`src/rtl/core_ibex_dut_mon_pkg.sv`:
```
// Shared types and constants for the Ibex DUT event monitor.
package core_ibex_dut_mon_pkg;

    typedef enum logic [1:0] {
        DBG_IDLE   = 2'd0,
        DBG_DELAY  = 2'd1,
        DBG_ASSERT = 2'd2
    } dbg_fsm_e;

    localparam int unsigned DEF_NUM_EVENTS     = 6;
    localparam int unsigned DEF_CNT_W          = 16;
    localparam int unsigned DEF_DLY_W          = 8;
    localparam int unsigned DEF_DBG_PULSE_LEN  = 4;
    localparam int unsigned DEF_DBG_HOLD       = 0;
    localparam int unsigned DEF_SLEEP_TIMEOUT  = 1000;
    localparam int unsigned DEF_FETCH_EN_DELAY = 2;

    localparam int unsigned EVT_ILLEGAL = 0;
    localparam int unsigned EVT_ECALL   = 1;
    localparam int unsigned EVT_WFI     = 2;
    localparam int unsigned EVT_EBREAK  = 3;
    localparam int unsigned EVT_DRET    = 4;
    localparam int unsigned EVT_MRET    = 5;

    // Bits needed to hold values 0..max_val (never less than one bit).
    function automatic int unsigned cnt_width(input int unsigned max_val);
        return (max_val < 2) ? 1 : $clog2(max_val + 1);
    endfunction

endpackage

```
`src/rtl/core_ibex_sat_counter.sv`:
```
// Saturating up-counter with synchronous clear taking priority over increment.
module core_ibex_sat_counter #(
    parameter int unsigned WIDTH = 16
) (
    input  logic             clk,
    input  logic             reset,
    input  logic             clear,
    input  logic             inc,
    output logic [WIDTH-1:0] count
);

    always_ff @(posedge clk or posedge reset) begin
        if (reset) begin
            count <= '0;
        end else if (clear) begin
            count <= '0;
        end else if (inc && (count != '1)) begin
            count <= count + 1'b1;
        end
    end

endmodule

```
`src/rtl/core_ibex_dut_event_mon.sv`:
```
// Event/privilege/sleep monitor and debug_req/fetch_enable stimulus
// generator placed beside the Ibex core.
module core_ibex_dut_event_mon
    import core_ibex_dut_mon_pkg::*;
#(
    parameter int unsigned NUM_EVENTS     = DEF_NUM_EVENTS,
    parameter int unsigned CNT_W          = DEF_CNT_W,
    parameter int unsigned DLY_W          = DEF_DLY_W,
    parameter int unsigned DBG_PULSE_LEN  = DEF_DBG_PULSE_LEN,
    parameter int unsigned DBG_HOLD       = DEF_DBG_HOLD,
    parameter int unsigned SLEEP_TIMEOUT  = DEF_SLEEP_TIMEOUT,
    parameter int unsigned FETCH_EN_DELAY = DEF_FETCH_EN_DELAY
) (
    input  logic                        clk,
    input  logic                        reset,
    input  logic [NUM_EVENTS-1:0]       event_i,
    input  logic [1:0]                  priv_mode_i,
    input  logic                        core_sleep_i,
    input  logic                        clear_i,
    input  logic                        dbg_trig_i,
    input  logic [DLY_W-1:0]            dbg_delay_i,
    input  logic                        dbg_release_i,
    output logic [NUM_EVENTS*CNT_W-1:0] evt_cnt_o,
    output logic [NUM_EVENTS-1:0]       evt_seen_o,
    output logic [CNT_W-1:0]            priv_chg_cnt_o,
    output logic                        sleep_timeout_o,
    output logic                        debug_req_o,
    output logic                        dbg_busy_o,
    output logic                        fetch_enable_o
);

    localparam int unsigned RUN_W = cnt_width(SLEEP_TIMEOUT);
    localparam int unsigned PLS_W = cnt_width(DBG_PULSE_LEN);
    localparam int unsigned FE_W  = cnt_width(FETCH_EN_DELAY);

    localparam logic             SLEEP_EN  = (SLEEP_TIMEOUT != 0);
    localparam logic [RUN_W-1:0] SLEEP_MAX = RUN_W'(SLEEP_TIMEOUT);
    localparam logic [PLS_W-1:0] PLS_LAST  = PLS_W'(DBG_PULSE_LEN - 1);
    localparam logic [FE_W-1:0]  FE_LAST   = FE_W'(FETCH_EN_DELAY);

    // ---------------- event counters ----------------
    for (genvar k = 0; k < NUM_EVENTS; k++) begin : g_evt
        core_ibex_sat_counter #(.WIDTH(CNT_W)) u_cnt (
            .clk   (clk),
            .reset (reset),
            .clear (clear_i),
            .inc   (event_i[k]),
            .count (evt_cnt_o[k*CNT_W +: CNT_W])
        );
    end

    always_ff @(posedge clk or posedge reset) begin
        if (reset) begin
            evt_seen_o <= '0;
        end else if (clear_i) begin
            evt_seen_o <= '0;
        end else begin
            evt_seen_o <= evt_seen_o | event_i;
        end
    end

    // ---------------- privilege transitions ----------------
    logic [1:0] priv_q;
    logic       priv_valid_q;
    logic       priv_chg;

    always_ff @(posedge clk or posedge reset) begin
        if (reset) begin
            priv_q       <= '0;
            priv_valid_q <= 1'b0;
        end else begin
            priv_q       <= priv_mode_i;
            priv_valid_q <= 1'b1;
        end
    end

    assign priv_chg = priv_valid_q && (priv_mode_i != priv_q);

    core_ibex_sat_counter #(.WIDTH(CNT_W)) u_priv_cnt (
        .clk   (clk),
        .reset (reset),
        .clear (clear_i),
        .inc   (priv_chg),
        .count (priv_chg_cnt_o)
    );

    // ---------------- sleep watchdog ----------------
    logic [RUN_W-1:0] run_q;

    always_ff @(posedge clk or posedge reset) begin
        if (reset) begin
            run_q           <= '0;
            sleep_timeout_o <= 1'b0;
        end else if (clear_i) begin
            run_q           <= '0;
            sleep_timeout_o <= 1'b0;
        end else begin
            if (!core_sleep_i) begin
                run_q <= '0;
            end else if (run_q < SLEEP_MAX) begin
                run_q <= run_q + 1'b1;
            end
            if (SLEEP_EN && (run_q == SLEEP_MAX)) begin
                sleep_timeout_o <= 1'b1;
            end
        end
    end

    // ---------------- debug request FSM ----------------
    dbg_fsm_e         state_q, state_d;
    logic [DLY_W-1:0] dly_q, dly_d;
    logic [PLS_W-1:0] pls_q, pls_d;

    // DELAY exits on a count of 1 so the request rises d edges after the
    // sampling edge, i.e. d+1 edges after the trigger is presented.
    always_comb begin
        state_d = state_q;
        dly_d   = dly_q;
        pls_d   = pls_q;
        unique case (state_q)
            DBG_IDLE: begin
                if (dbg_trig_i) begin
                    if (dbg_delay_i == '0) begin
                        state_d = DBG_ASSERT;
                        pls_d   = '0;
                    end else begin
                        state_d = DBG_DELAY;
                        dly_d   = dbg_delay_i;
                    end
                end
            end
            DBG_DELAY: begin
                if (dly_q == DLY_W'(1)) begin
                    state_d = DBG_ASSERT;
                    pls_d   = '0;
                end else begin
                    dly_d = dly_q - 1'b1;
                end
            end
            DBG_ASSERT: begin
                if (DBG_HOLD != 0) begin
                    if (dbg_release_i) begin
                        state_d = DBG_IDLE;
                    end
                end else if (pls_q == PLS_LAST) begin
                    state_d = DBG_IDLE;
                end else begin
                    pls_d = pls_q + 1'b1;
                end
            end
            default: state_d = DBG_IDLE;
        endcase
    end

    always_ff @(posedge clk or posedge reset) begin
        if (reset) begin
            state_q     <= DBG_IDLE;
            dly_q       <= '0;
            pls_q       <= '0;
            debug_req_o <= 1'b0;
            dbg_busy_o  <= 1'b0;
        end else begin
            state_q     <= state_d;
            dly_q       <= dly_d;
            pls_q       <= pls_d;
            debug_req_o <= (state_d == DBG_ASSERT);
            dbg_busy_o  <= (state_d != DBG_IDLE);
        end
    end

    // ---------------- fetch enable ----------------
    logic [FE_W-1:0] fe_cnt_q;

    always_ff @(posedge clk or posedge reset) begin
        if (reset) begin
            fe_cnt_q       <= '0;
            fetch_enable_o <= 1'b0;
        end else if (!fetch_enable_o) begin
            if (fe_cnt_q == FE_LAST) begin
                fetch_enable_o <= 1'b1;
            end else begin
                fe_cnt_q <= fe_cnt_q + 1'b1;
            end
        end
    end

endmodule

```
`config.mk`:
```
export PLATFORM = sky130hd
export DESIGN_NAME = core_ibex_dut_event_mon
export DESIGN_NICKNAME = d
export VERILOG_FILES = /design/src/rtl/core_ibex_dut_mon_pkg.sv /design/src/rtl/core_ibex_sat_counter.sv /design/src/rtl/core_ibex_dut_event_mon.sv
export SDC_FILE = /design/constraint.sdc
export NUM_CORES = 1
export LEC_CHECK = 0
export ABC_AREA = 1
export CELL_PAD_IN_SITES_DETAIL_PLACEMENT = 2
export CELL_PAD_IN_SITES_GLOBAL_PLACEMENT = 2
export CORE_UTILIZATION = 36
export CTS_CLUSTER_SIZE = 10
export DETAILED_ROUTE_END_ITERATION = 10
export DONT_BUFFER_PORTS = 1
export GPL_ROUTABILITY_DRIVEN = 0
export GPL_TIMING_DRIVEN = 0
export PLACE_DENSITY = 0.77
export SYNTH_ARGS = -nofsm -noshare
export SYNTH_HDL_FRONTEND = slang
export SYNTH_SLANG_ARGS = --single-unit
```
`constraint.sdc`:
```
create_clock -name clk -period 7.2 [get_ports clk]
set_input_delay 1.44 -clock clk [delete_from_list [all_inputs] [get_ports clk]]
set_output_delay 1.44 -clock clk [all_outputs]
set_load 0.02 [all_outputs]
```
==> metrics.md <==
| Metric | Value |
|---|---|
| 1st-iter DRT viols | 389 |
| CTS tree | yes |
| CP Launch Point | clear_i |
| Simple-gate share of the synthesized area | 0.426 |
| Crit path DAT | 3.03 ns |
| Largest family of logic cells by synthesized area | simple AND/OR/NAND/NOR gates |
| CTS root buffer | clkbuf_16 |
| Via/cell ratio | 5.32 |
| Post-cts sizing count | 0 |
| Vias in the first global route | 9527 |
| Die H | about 160 µm |
| DR pass1 iterations | 4 |
| Clk Latency, worst-skew pair | 0.43 ns |
| Synth Area in XOR/XNOR | 0.0341 |
| Post-Syn Instances | between 1000 and 1500 |
| Worst min path class | flip-flop to flip-flop |
| Layout Utilization | 0.412 |
| Syn Nets | 1294 |
| Worst r2r dst | g_evt[3].u_cnt.count[15] |
| CTS Buf Count | 17 |
| Num ports | 144 |
| R2r worst-path depth | 9 |
| Placed cell area | 9430 µm² |
| Routed Antenna Nets | 0 |
| Max stage delay cell, worst path | buf_1 |
| Post-placement cell count | 1583 |
| Clock power frac | 0.436 |
| Setup crit start kind | input port |
| Seq pwr share | 0.427 |
| Peak VDD IR | around 110 µV |
| Int Pwr | roughly 0.0016 W |
| Cell area after synthesis | 8990 µm² |
| Syn avg cell area | 7.15 µm² |
| Initial Util | 0.369 |
| DR DRC count | 0 |
| Fin crit share | 0.370 |
| Detailed placement HPWL | 22600 µm |
| Synth Register Bits | 150 |
| Clock transition at path regs | 0.07 ns |
| WP data required | 7.57 ns |
| Die area | 25600 µm² |
| Lkg Pwr | 4.75 nW |
| F_max | around 380 MHz |
| Post-CTS Repair Setup Buffers | 0 |
| Avg WL per Cell | 19.1 µm |
| # hold bufs at CTS | 0 |
| CP Class | input port to flip-flop |
| GRT Total Usage | 0.251 |
| Logic pwr share | 0.137 |
| R2r setup slk | 4.94 ns |
| H-tree depth | 4 |
| Inserted Diodes | 0 |
| First-pass GRT wire length | 50800 µm |
| Layout cells sized above 1 | 0.0736 |
| CP endpoint kind | flip-flop |
| Synth Area in Adders | 0.0195 |
| Hold WS | 0.496 ns |
| Slew headroom | 0.362 |
| Status | complete, no violations |
| Clk_skew | 0.0129 ns |
| Critical path peak fanout | 10 |
| Routed wire length | 30900 µm |
| Hold Vio Cnt, Final | 0 |
| Area grow syn2layout | 11.7% |
| Final std cells w/o fill | 1614 |
| Setup violators final | 0 |
| Design area | ~10000 µm² |
| Total power | 0.00220 W |
| # nets final | 1314 |
| Crit path to | g_evt[5].u_cnt.count[2] |
| Gr ovfl total | 0 |
| Core area | between 20000 and 25000 µm² |
| Clock buffer depth | 2 |
| Worst-Margin Slew | approximately 0.96 ns |
| Max Slew Vio Count | 0 |
| Die W | around 160 µm |
| Total number of vias | 8591 |
| Max-Cap Viols | 0 |
| Largest net degree at the start of global routing | 110 |
| Sw power | 0.000642 W |
| Register area share after synthesis | 0.418 |
| Initial antenna violation count | 0 |
| Worst r2r src | g_evt[3].u_cnt.count[0] |
| Mux share of post-synthesis cell area | 0 |
| Synth cell types | 32 |
| Num rows | 57 |
| CP max stage delay | 0.74 ns |
| Compound-Gate Fraction of Synth Area | 0.0395 |
| Switch share | 0.292 |
| Port bufs | 0 |
| Clk sink count | 150 |
| RSZ-0062 raised after global routing | no |
| Final Critical Period | 2.66 ns |
| Synth warnings | 0 |
| PD cells | approximately 220 nW/µm² |
| Worst-path cell chain | buf_6, inv_1, buf_2, buf_1, nand4_1, nand2_1 |
[flip-flops by register name (all words and copies together), names as in the netlist]
register,cells
evt_seen_o,6
priv_valid_q,1
debug_req_o,1
dly_q,8
sleep_timeout_o,1
run_q,10
g_evt.u_cnt.count,96
pls_q,3
u_priv_cnt.count,16
state_q,2
dbg_busy_o,1
priv_q,2
fetch_enable_o,1
fe_cnt_q,2
[power groups by stage]
stage,Sequential [W],Clock (W),Combinational [W]
after global placement,0.000951,0,0.000290
after floorplan,0.000940,0,0.000218
after CTS,0.000938,0.000986,0.000309
after detailed placement,0.000953,0,0.000308
final,0.000937,0.000959,0.000300
after global routing,0.000943,0.00101,0.000342
[worst max-delay path: cells and delay by family]
kind	cells	cell delay (ns)
and+or+nand+nor	2	0.32
buffers and inverters	4	1.26
[cell usage in the layout, fill, tap and decap left out, types with 2 or more instances in the layout]
cell type	n
bufinv_16	4
nand2_2	2
buf_1	7
clkbuf_1	5
dfrtp_1	150
nand4_1	94
o21ai_1	5
nor2_1	170
a21oi_1	6
buf_6	3
ha_1	14
clkinv_2	2
nand3b_1	12
clkbuf_16	17
nor2_2	9
inv_1	99
buf_4	5
nand3_1	98
nor3_1	2
inv_2	4
clkinv_4	4
nand2_1	447
nand3_2	3
nor2_4	12
xor2_1	35
o21bai_1	18
o21ai_0	28
clkinvlp_4	2
buf_2	12
or2_2	12
[layout make-up]
class	count	area (µm²)
plain buffers	30	169
flip-flops and latches	150	3750
fillers	2917	14300
clock inverters	12	180
repair buffers	1	27.5
clock buffers	19	433
well taps	324	405
inverters	105	402
multi-input cells	973	4670
[cell usage after synthesis]
cell      count  area [µm²]
nand2_1     447        1680
nor2_1      170         638
dfrtp_1     150        3750
inv_1       100         375
nand3_1      98         490
nand4_1      94         588
xor2_1       35         307
o21ai_0      28         140
o21bai_1     18         135
ha_1         14         175
buf_2        12        60.1
nand3b_1     12        90.1
nor2_4       12         135
or2_2        12        75.1
nor2_2        9        56.3
buf_1         7        26.3
a21oi_1       6        30.0
buf_4         5        37.5
o21ai_1       5        25.0
inv_2         4        15.0
buf_6         3        33.8
clkbuf_1      3        11.3
nand3_2       3        30.0
nand2_2       2        12.5
nor3_1        2        10.0
a31o_2        1        8.76
a41oi_1       1        8.76
clkinv_1      1        3.75
conb_1        1        3.75
nor2_8        1        20.0
nor3b_1       1        7.51
o211ai_1      1        7.51
[worst min-delay path by stage]
stage,startpoint,end,slack [ns],cells after the start
floorplan,fe_cnt_q[0],fe_cnt_q[0],0.44,1
global placement,fe_cnt_q[0],fe_cnt_q[0],0.46,1
detailed placement,fe_cnt_q[0],fe_cnt_q[0],0.49,1
CTS,fe_cnt_q[0],fe_cnt_q[0],0.50,1
global route,fe_cnt_q[0],fe_cnt_q[0],0.52,1
finish,fe_cnt_q[0],fe_cnt_q[0],0.50,1
[cell families (layout without fill, tap and decap cells)]
kind of cell	Yosys count	after routing
AO/OA/AOI/OAI	60	60
XOR/XNOR	35	35
adder cells (fa/ha/maj)	14	14
buffers and inverters	135	167
flip-flops	150	150
other	1	1
AND/OR/NAND/NOR	863	863
[metal layers]
| layer | track usage | vias up | share of wire |
|---|---|---|---|
| met4 | 0.0658 | 0 | 0.017 |
| li1 | - | 4112 | - |
| met3 | 0.0577 | 29 | 0.046 |
| met5 | 0 | - | 0 |
| met2 | 0.441 | 136 | 0.49 |
| met1 | 0.307 | 4314 | 0.45 |
[stage by stage]
| step | setup TNS, ns | worst slack [ns] |
|---|---|---|
| after global routing | 0 | 4.41 |
| after floorplan | 0 | 1.72 |
| after CTS | 0 | 4.54 |
| final | 0 | 4.54 |
| after detailed placement | 0 | 4.11 |
| after global placement | -63.41 | -0.438 |
(Power assumes the default switching activity.)
